`config.mk`:
```
export PLATFORM = sky130hd
export DESIGN_NAME = seg7_scan
export DESIGN_NICKNAME = d
export VERILOG_FILES = /design/src/rtl/seg7_scan_pkg.sv /design/src/rtl/seg7_decode.sv /design/src/rtl/seg7_scan.sv
export SDC_FILE = /design/constraint.sdc
export NUM_CORES = 1
export LEC_CHECK = 0
export BUFFER_PORTS_ARGS = -buffer_cell sky130_fd_sc_hd__buf_2
export CAP_MARGIN = 25
export CORE_UTILIZATION = 55
export DETAILED_ROUTE_END_ITERATION = 8
export PLACE_DENSITY = 0.75
export SLEW_MARGIN = 20
export SYNTH_ARGS = -nofsm -noshare
export SYNTH_HDL_FRONTEND = slang
export SYNTH_HIERARCHICAL = 1
export SYNTH_SLANG_ARGS = --single-unit
```
`constraint.sdc`:
```
create_clock -name clk -period 4.4 [get_ports clk]
set_input_delay 0.44 -clock clk [delete_from_list [all_inputs] [get_ports clk]]
set_output_delay 0.44 -clock clk [all_outputs]
set_load 0.02 [all_outputs]
```
`src/rtl/seg7_scan_pkg.sv`:
```
// rtl/seg7_scan_pkg.sv - shared segment indices, glyph table and slot-phase type for seg7_scan
package seg7_scan_pkg;

    localparam int SEG_A = 0;
    localparam int SEG_B = 1;
    localparam int SEG_C = 2;
    localparam int SEG_D = 3;
    localparam int SEG_E = 4;
    localparam int SEG_F = 5;
    localparam int SEG_G = 6;

    // Active-high {g,f,e,d,c,b,a}; entry 15 first. Lowercase b and d.
    localparam logic [15:0][6:0] GLYPH_TABLE = {
        7'h71, 7'h79, 7'h5E, 7'h39, 7'h7C, 7'h77, 7'h6F, 7'h7F,
        7'h07, 7'h7D, 7'h6D, 7'h66, 7'h4F, 7'h5B, 7'h06, 7'h3F
    };

    typedef enum logic {
        ST_BLANK = 1'b0,
        ST_DRIVE = 1'b1
    } slot_state_e;

endpackage

```
`src/rtl/seg7_decode.sv`:
```
// rtl/seg7_decode.sv - combinational hex nibble to active-high seven-segment glyph
module seg7_decode
    import seg7_scan_pkg::*;
(
    input  logic [3:0] nibble_i,
    output logic [6:0] glyph_o
);

    assign glyph_o = GLYPH_TABLE[nibble_i];

endmodule

```
`src/rtl/seg7_scan.sv`:
```
// rtl/seg7_scan.sv - multiplexed seven-segment scanner with per-frame snapshot and anti-ghost blanking
module seg7_scan
    import seg7_scan_pkg::*;
#(
    parameter int DIGITS         = 4,
    parameter int SYS_CLK        = 1000000,
    parameter int SCAN_HZ        = 1000,
    parameter int BLANK_CYCLES   = 4,
    parameter int SEG_ACTIVE_LOW = 1,
    parameter int EN_ACTIVE_LOW  = 1,
    parameter int LZ_SUPPRESS    = 0
) (
    input  logic                  clk,
    input  logic                  reset,
    input  logic [4*DIGITS-1:0]   value,
    input  logic [DIGITS-1:0]     dp,
    input  logic [DIGITS-1:0]     blank,
    output logic [6:0]            seg,
    output logic                  seg_dp,
    output logic [DIGITS-1:0]     dig_en,
    output logic                  frame
);

    localparam int TICK_DIV = SYS_CLK / SCAN_HZ;
    localparam int CNT_W    = (TICK_DIV > 1) ? $clog2(TICK_DIV) : 1;
    localparam int IDX_W    = (DIGITS > 1) ? $clog2(DIGITS) : 1;

    localparam logic [CNT_W-1:0]  CNT_LAST   = CNT_W'(TICK_DIV - 1);
    localparam logic [IDX_W-1:0]  IDX_LAST   = IDX_W'(DIGITS - 1);
    localparam logic [6:0]        SEG_OFF    = (SEG_ACTIVE_LOW != 0) ? 7'h7F : 7'h00;
    localparam logic              SEG_DP_OFF = (SEG_ACTIVE_LOW != 0);
    localparam logic [DIGITS-1:0] EN_OFF     = (EN_ACTIVE_LOW != 0) ? {DIGITS{1'b1}} : {DIGITS{1'b0}};

    logic [CNT_W-1:0]    cnt_q, cnt_d;
    logic [IDX_W-1:0]    idx_q, idx_d;
    logic [4*DIGITS-1:0] val_q;
    logic [DIGITS-1:0]   dp_q;
    logic [DIGITS-1:0]   mask_q;
    slot_state_e         state_q, state_d;
    logic [6:0]          seg_q;
    logic                seg_dp_q;
    logic [DIGITS-1:0]   dig_en_q;
    logic                frame_q;

    logic                snap;
    logic                in_drive;
    logic                seen_nz;
    logic [DIGITS-1:0]   lz_mask;
    logic [DIGITS-1:0]   mask_new;
    logic [4*DIGITS-1:0] val_cur;
    logic [DIGITS-1:0]   dp_cur;
    logic [DIGITS-1:0]   mask_cur;
    logic [DIGITS-1:0]   en_hot;
    logic [6:0]          glyph;

    assign snap  = (cnt_q == '0) && (idx_q == '0);
    assign cnt_d = (cnt_q == CNT_LAST) ? '0 : cnt_q + 1'b1;
    assign idx_d = (cnt_q != CNT_LAST) ? idx_q :
                   (idx_q == IDX_LAST) ? '0 : idx_q + 1'b1;

    generate
        if (BLANK_CYCLES == 0) begin : g_no_blank
            assign in_drive = 1'b1;
        end else begin : g_blank
            assign in_drive = (cnt_q >= CNT_W'(BLANK_CYCLES));
        end
    endgenerate

    assign state_d = in_drive ? ST_DRIVE : ST_BLANK;

    // A digit is a leading zero when it and every higher nibble are zero; digit 0 always shows.
    always_comb begin
        lz_mask = '0;
        seen_nz = 1'b0;
        for (int i = DIGITS - 1; i > 0; i--) begin
            if (value[4*i +: 4] != 4'h0) seen_nz = 1'b1;
            lz_mask[i] = ~seen_nz;
        end
    end

    assign mask_new = (LZ_SUPPRESS != 0) ? (blank | lz_mask) : blank;

    // On the snapshot edge the slot being entered must already use the freshly captured data.
    assign val_cur  = snap ? value    : val_q;
    assign dp_cur   = snap ? dp       : dp_q;
    assign mask_cur = snap ? mask_new : mask_q;
    assign en_hot   = DIGITS'(1) << idx_q;

    seg7_decode u_decode (
        .nibble_i (val_cur[4*idx_q +: 4]),
        .glyph_o  (glyph)
    );

    always_ff @(posedge clk or posedge reset) begin
        if (reset) begin
            cnt_q    <= '0;
            idx_q    <= '0;
            val_q    <= '0;
            dp_q     <= '0;
            mask_q   <= '0;
            state_q  <= ST_BLANK;
            seg_q    <= SEG_OFF;
            seg_dp_q <= SEG_DP_OFF;
            dig_en_q <= EN_OFF;
            frame_q  <= 1'b0;
        end else begin
            cnt_q   <= cnt_d;
            idx_q   <= idx_d;
            frame_q <= snap;
            state_q <= state_d;
            if (snap) begin
                val_q  <= value;
                dp_q   <= dp;
                mask_q <= mask_new;
            end
            case (state_d)
                ST_DRIVE: begin
                    if (!mask_cur[idx_q]) begin
                        seg_q    <= glyph ^ SEG_OFF;
                        seg_dp_q <= dp_cur[idx_q] ^ SEG_DP_OFF;
                        dig_en_q <= en_hot ^ EN_OFF;
                    end else begin
                        seg_q    <= SEG_OFF;
                        seg_dp_q <= SEG_DP_OFF;
                        dig_en_q <= EN_OFF;
                    end
                end
                default: begin
                    seg_q    <= SEG_OFF;
                    seg_dp_q <= SEG_DP_OFF;
                    dig_en_q <= EN_OFF;
                end
            endcase
        end
    end

    assign seg    = seg_q;
    assign seg_dp = seg_dp_q;
    assign dig_en = dig_en_q;
    assign frame  = frame_q;

endmodule

```
# Word-level counts from Yosys, hierarchy flattened
# Memories as Yosys holds them, arrays and structs flattened.
# Cells that the tools add are included.
# Widths: inputs -> output; s select.
dict set report op_classes {
  n_addsub 2
  magnitude_cmp 3
  n_eq_ne 3
  n_shift 2
  muxes 17
  bitwise 3
  reduce_logical 3
}
# op count
set op_table {}
lappend op_table {{$mux 7} 3}
lappend op_table {{$mux 16} 1}
lappend op_table {{$mux 4} 4}
lappend op_table {{$shiftx 16x5->4} 1}
lappend op_table {{$add 10x1->10 const B} 1}
lappend op_table {{$eq 10x10->1 const B} 1}
lappend op_table {{$ge 10x3->1 const B} 1}
lappend op_table {{$logic_not 10->1} 1}
lappend op_table {{$mux 10} 1}
lappend op_table {{$ne 10x10->1 const B} 1}
lappend op_table {{$not 7->7} 1}
lappend op_table {{$lt 4x5->1 const B} 1}
lappend op_table {{$mux 1} 5}
lappend op_table {{$bmux 1 s2} 2}
lappend op_table {{$not 4->4} 1}
lappend op_table {{$shl 1x2->4 const A} 1}
lappend op_table {{$lt 2x3->1 const B} 1}
lappend op_table {{$add 2x1->2 const B} 1}
lappend op_table {{$eq 2x2->1 const B} 1}
lappend op_table {{$logic_not 2->1} 1}
lappend op_table {{$mux 2} 1}
lappend op_table {{$logic_and 1x1->1} 1}
lappend op_table {{$not 1->1} 1}
dict set report word_totals {
  reg_bits 49
  rom_bits 112
  in_bits 26
  out_inout_bits 13
  elab_cells 43
  n_memories 1
}
# name words word_bits read_ports rd_ports_with_merged_regs wr line
set mem_list {}
lappend mem_list {{(no name shown)} 16 7 1 0 0 seg7_decode.sv:9} ;# assign glyph_o = GLYPH_TABLE[nibble_i];

# Longest topological paths before layout
dict set report logic_depth {
  depth_word 9
  depth_mapped 11
}

# Cells and area by module
# The synthesis kept the hierarchy.
# module instances cells_per_inst area_each_um2 seq_area_each_um2
set by_module_without_submodules {}
lappend by_module_without_submodules {seg7_scan 1 166 2386.0 1241.2}
lappend by_module_without_submodules {seg7_decode 1 33 282.8 0.0}

# Worst setup path after synthesis
# No wires, ideal clock.
dict set report synth_timing {
  path_kind {flip-flop to flip-flop}
  start {reg idx_q[0]}
  end {reg seg_q[3] (netlist: seg[3])}
  setup_ns 0.061
  arrival_time_ns 2.738
  t_required_ns 4.339
  setup_slack_ns 1.601
  stages_incl_launch_ff 12
  path_cell_list {dfrtp_1 buf_1 inv_1 ha_1 nand4_4 clkinv_2 mux4_2 inv_1 ha_1 inv_1 mux4_2 nand2_1}
}
dict set report synth_via {
  elab_chain_cells 9
  word_cells_on_any_way 12
  cone_classes {shift (1); mux (7); bitwise (1); reduce/logical (2); memory (1)}
}
# element line
set synth_rtl {}
lappend synth_rtl {{start: declaration} seg7_scan.sv:35} ;# logic [IDX_W-1:0] idx_q, idx_d;
lappend synth_rtl {{start signal: assignment} seg7_scan.sv:108} ;# idx_q <= idx_d;
lappend synth_rtl {{$logic_not 2->1} seg7_scan.sv:56} ;# assign snap = (cnt_q == '0) && (idx_q == '0);
lappend synth_rtl {{$logic_and 1x1->1} seg7_scan.sv:56}
lappend synth_rtl {{net snap} seg7_scan.sv:45} ;# logic snap;
lappend synth_rtl {{$mux 16} --}
lappend synth_rtl {{$shiftx 16x5->4} seg7_scan.sv:90} ;# .nibble_i (val_cur[4*idx_q +: 4]),
lappend synth_rtl {{$mem_v2 16x7} --}
lappend synth_rtl {{$mux 7 (implied by the code)} seg7_decode.sv:9}
lappend synth_rtl {{net glyph[3]} seg7_scan.sv:54} ;# logic [6:0] glyph;
lappend synth_rtl {{$not 7->7 (no source line)} --}
lappend synth_rtl {{$mux 7} seg7_scan.sv:118} ;# if (!mask_cur[idx_q]) begin
lappend synth_rtl {{$mux 7} seg7_scan.sv:116} ;# case (state_d)
lappend synth_rtl {{end signal: assignment} seg7_scan.sv:119} ;# seg_q <= glyph ^ SEG_OFF;
lappend synth_rtl {{end: declaration} seg7_scan.sv:40} ;# logic [6:0] seg_q;
# The timed path passes the listed nets, and every way through them passes these cells. The select of a mux whose other input is x is not followed.
# A chain may end at the register's enable or synchronous reset.

# Worst setup path in the final report
dict set report layout_timing {
  start {reg idx_q[1]}
  end {reg seg_q[3] (netlist: seg[3])}
}
# The elaborated chain is that of the path after synthesis.

==> metrics.md <==
| Metric | Value |
|---|---|
| Post-route setup TNS | `0 ns` |
| Clock Sinks | `49` |
| Cell count after synthesis | `199` |
| IO Port Bufs | `38` |
| WP data required | `4.63 ns` |
| Number of I/O pins | `39` |
| Synthesis-to-layout area growth | `12.3%` |
| Grt total ovfl | `0` |
| Period utilization | `73.2%` |
| Arr. time, crit path | `3.45 ns` |
| Ratio of cells with drive above 1 in the final layout | `49.4%` |
| Mux cell area share after synthesis | `28.5%` |
| Rel. slew slack | `43.1%` |
| Root buf cell | `clkbuf_8` |
| Initial Util | `59.3%` |
| R2r setup slk | `1.18 ns` |
| Layout Cells excl Fill | `291` |
| Setup WS post-layout | `1.18 ns` |
| Maximum vdd ir drop | `198 uV` |
| Leak | `0.00138 uW` |
| Dpl cells | `283` |
| Synth Area in Compound Gates | `3.89%` |
| # Post-CTS Setup Buffers | `0` |
| RSZ-0062 raised after global routing | `false` |
| Vias in the first global route | `1591` |
| Seq/Total Area, Yosys | `46.5%` |
| CP Launch Type | `flip-flop` |
| Setup Skew | `0.00747 ns` |
| Min-Delay Path Class | `primary input to asynchronous set/reset pin` |
| Post-Synth Adder-Cell Area | `6.09%` |
| Main synth FF type | `dfrtp_1` |
| R2r endpoint | `seg[3]` |
| Largest family of logic cells by synthesized area | `multiplexers` |
| Drt initial violations | `169` |
| Max cap viols | `0` |
| Outcome | `complete, no violations` |
| Synthesized area | `2670 sq um` |
| Routed len/inst | `15.1 um` |
| Dpl ws | `1.21 ns` |
| GRT Resource Usage Total | `19.1%` |
| Final min period | `3.22 ns` |
| Worst setup EP type | `flip-flop` |
| Routed WL | `4.40 mm` |
| Skew-Pair Late Insertion Delay | `0.30 ns` |
| Asr flop ratio synth | `100%` |
| Commonest non-fill, non-tap cell in the layout | `buf_2` |
| WS Path Type | `flip-flop to flip-flop` |
| Worst-margin pin slew | `0.854 ns` |
| Fmax | `310 MHz` |
| Final HPWL DP | `3.07 mm` |
| Final Wtd Congestion | `0.790` |
| Synthesized flop and latch total | `49` |
| Pwr Density | `301 nW/um^2` |
| Design area | `3000 sq um` |
| Drt pass-1 iters | `4` |
| CTS clk-pin slew, worst paths | `0.09 ns` |
| Synth unique cells | `38` |
| Post-cts repair resize count | `0` |
| Placed Area | `2880 sq um` |
| Initial antenna violation count | `0` |
| Via count | `1588` |
| Via density | `5.46` |
| CTS tree | `done` |
| Reg-to-Reg Start | `idx_q[1]` |
| Endpoints failing setup | `0` |
| XOR/XNOR Fraction of Synth Area | `0.985%` |
| # diodes | `0` |
| Core ar. | `4500 sq um` |
| H-tree depth | `2` |
| Die area | `5140 sq um` |
| Nets | `277` |
| Post-synth EDFFs | `0` |
| Die Width | `71.7 um` |
| Fin. max-slew vios | `0` |
| Syn Nets | `238` |
| Core Rows | `24` |
| R2R depth | `11` |
| Clock buffer depth | `2` |
| Post-Synth Simple-Gate Area | `9.75%` |
| CP Max Fanout | `25` |
| Avg Cell Area, Syn | `13.4 sq um` |
| Largest net degree at the start of global routing | `50` |
| Hold slack | `0.259 ns` |
| Cts hold-fix bufs | `0` |
| Chip Height | `71.7 um` |
| Synth warn | `6` |
| Total CTS buffers | `5` |
| Hold Fails Final Rpt | `0` |
| First-pass GRT wire length | `7.58 mm` |
| Antenna Nets Post-Route | `0` |
| DRC | `0` |
| Commonest non-fill, non-tap cells in the layout | `38 x buf_2, 37 x dfrtp_1, 25 x mux2_2` |
[per-layer routing]
| metal | up-vias | routed length [um] | track usage (%) |
|---|---|---|---|
| met3 | 4 | 128 | 2.95 |
| met4 | 0 | 36 | 5.88 |
| met2 | 35 | 1970 | 27.6 |
| met5 | - | 0 | 0 |
| li1 | 786 | - | - |
| met1 | 763 | 2270 | 29.7 |
[power by group]
part / switching, uW / internal [uW] / total, uW
Sequential: 7.06 / 472 / 479
Clock: 147 / 186 / 333
Combinational: 44.3 / 45.4 / 89.7
Total: 199 / 703 / 901
[worst max-delay path: stages, from the launching register on]
cell and delay [ns]:
dfrtp_1 0.47, inv_1 0.19, ha_1 0.27, nand4_4 0.09
buf_4 0.38, clkinv_2 0.22, mux4_2 0.53, inv_1 0.17
ha_1 0.25, inv_1 0.06, mux4_2 0.44, nand2_1 0.07
[cells by family (layout without fill, tap and decap cells)]
group	count (synthesis)	in the layout
AOI/OAI and AO/OA	17	17
adders and majority gates	13	13
buffers and inverters	22	62
and+or+nand+nor	41	41
DFF	49	49
xor gates and xnor gates	3	3
muxes	54	54
[state kept, by name, indices dropped and copies added, names as in the netlist]
name    flops
dig_en      4
dp_q        4
val_q      16
frame       1
seg         7
idx_q       2
mask_q      4
cnt_q      10
seg_dp      1
[worst max path at each step]
stage	startpoint	endpoint	slack, ns	cells after the start
after floorplan	idx_q[0]	seg[3]	1.60	11
after global placement	idx_q[1]	seg[3]	1.37	11
after detailed placement	idx_q[1]	seg[3]	1.21	11
after CTS	idx_q[1]	seg[3]	1.18	11
after global routing	idx_q[1]	seg[3]	0.97	11
final	idx_q[1]	seg[3]	1.18	11
[layout make-up]
cell class | count | area, sq um
fillers | 331 | 1510
multi-input cells | 128 | 1310
flip-flops and latches | 49 | 1240
repair buffers | 40 | 205
clock buffers | 7 | 86.3
well taps | 52 | 65.1
inverters | 14 | 57.6
clock inverters | 1 | 30.0
[per-stage QoR]
stage | power (uW) | util [%]
after floorplan | 550 | -
after global placement | 577 | 63.9
after detailed placement | 577 | 63.9
after CTS | 908 | 66.5
after global routing | 936 | 66.6
final | 901 | 66.6
[cells in the mapped netlist (3+ instances only)]
cell type  count  area share [%]
nor2b_1        3            0.70
dfrtp_1       37              35
dfstp_2       12              12
a21oi_1        6             1.1
o21ai_0        4            0.75
ha_1          13             6.1
mux2_2        25              11
nand3_1        6             1.1
nor2_1         5            0.70
mux2_4        20              11
or3_1          4            0.94
mux4_2         7             5.9
nand2_1       13             1.8
inv_1         12             1.7
buf_6          3             1.3
No activity file was read; power rests on OpenSTA's default activity.
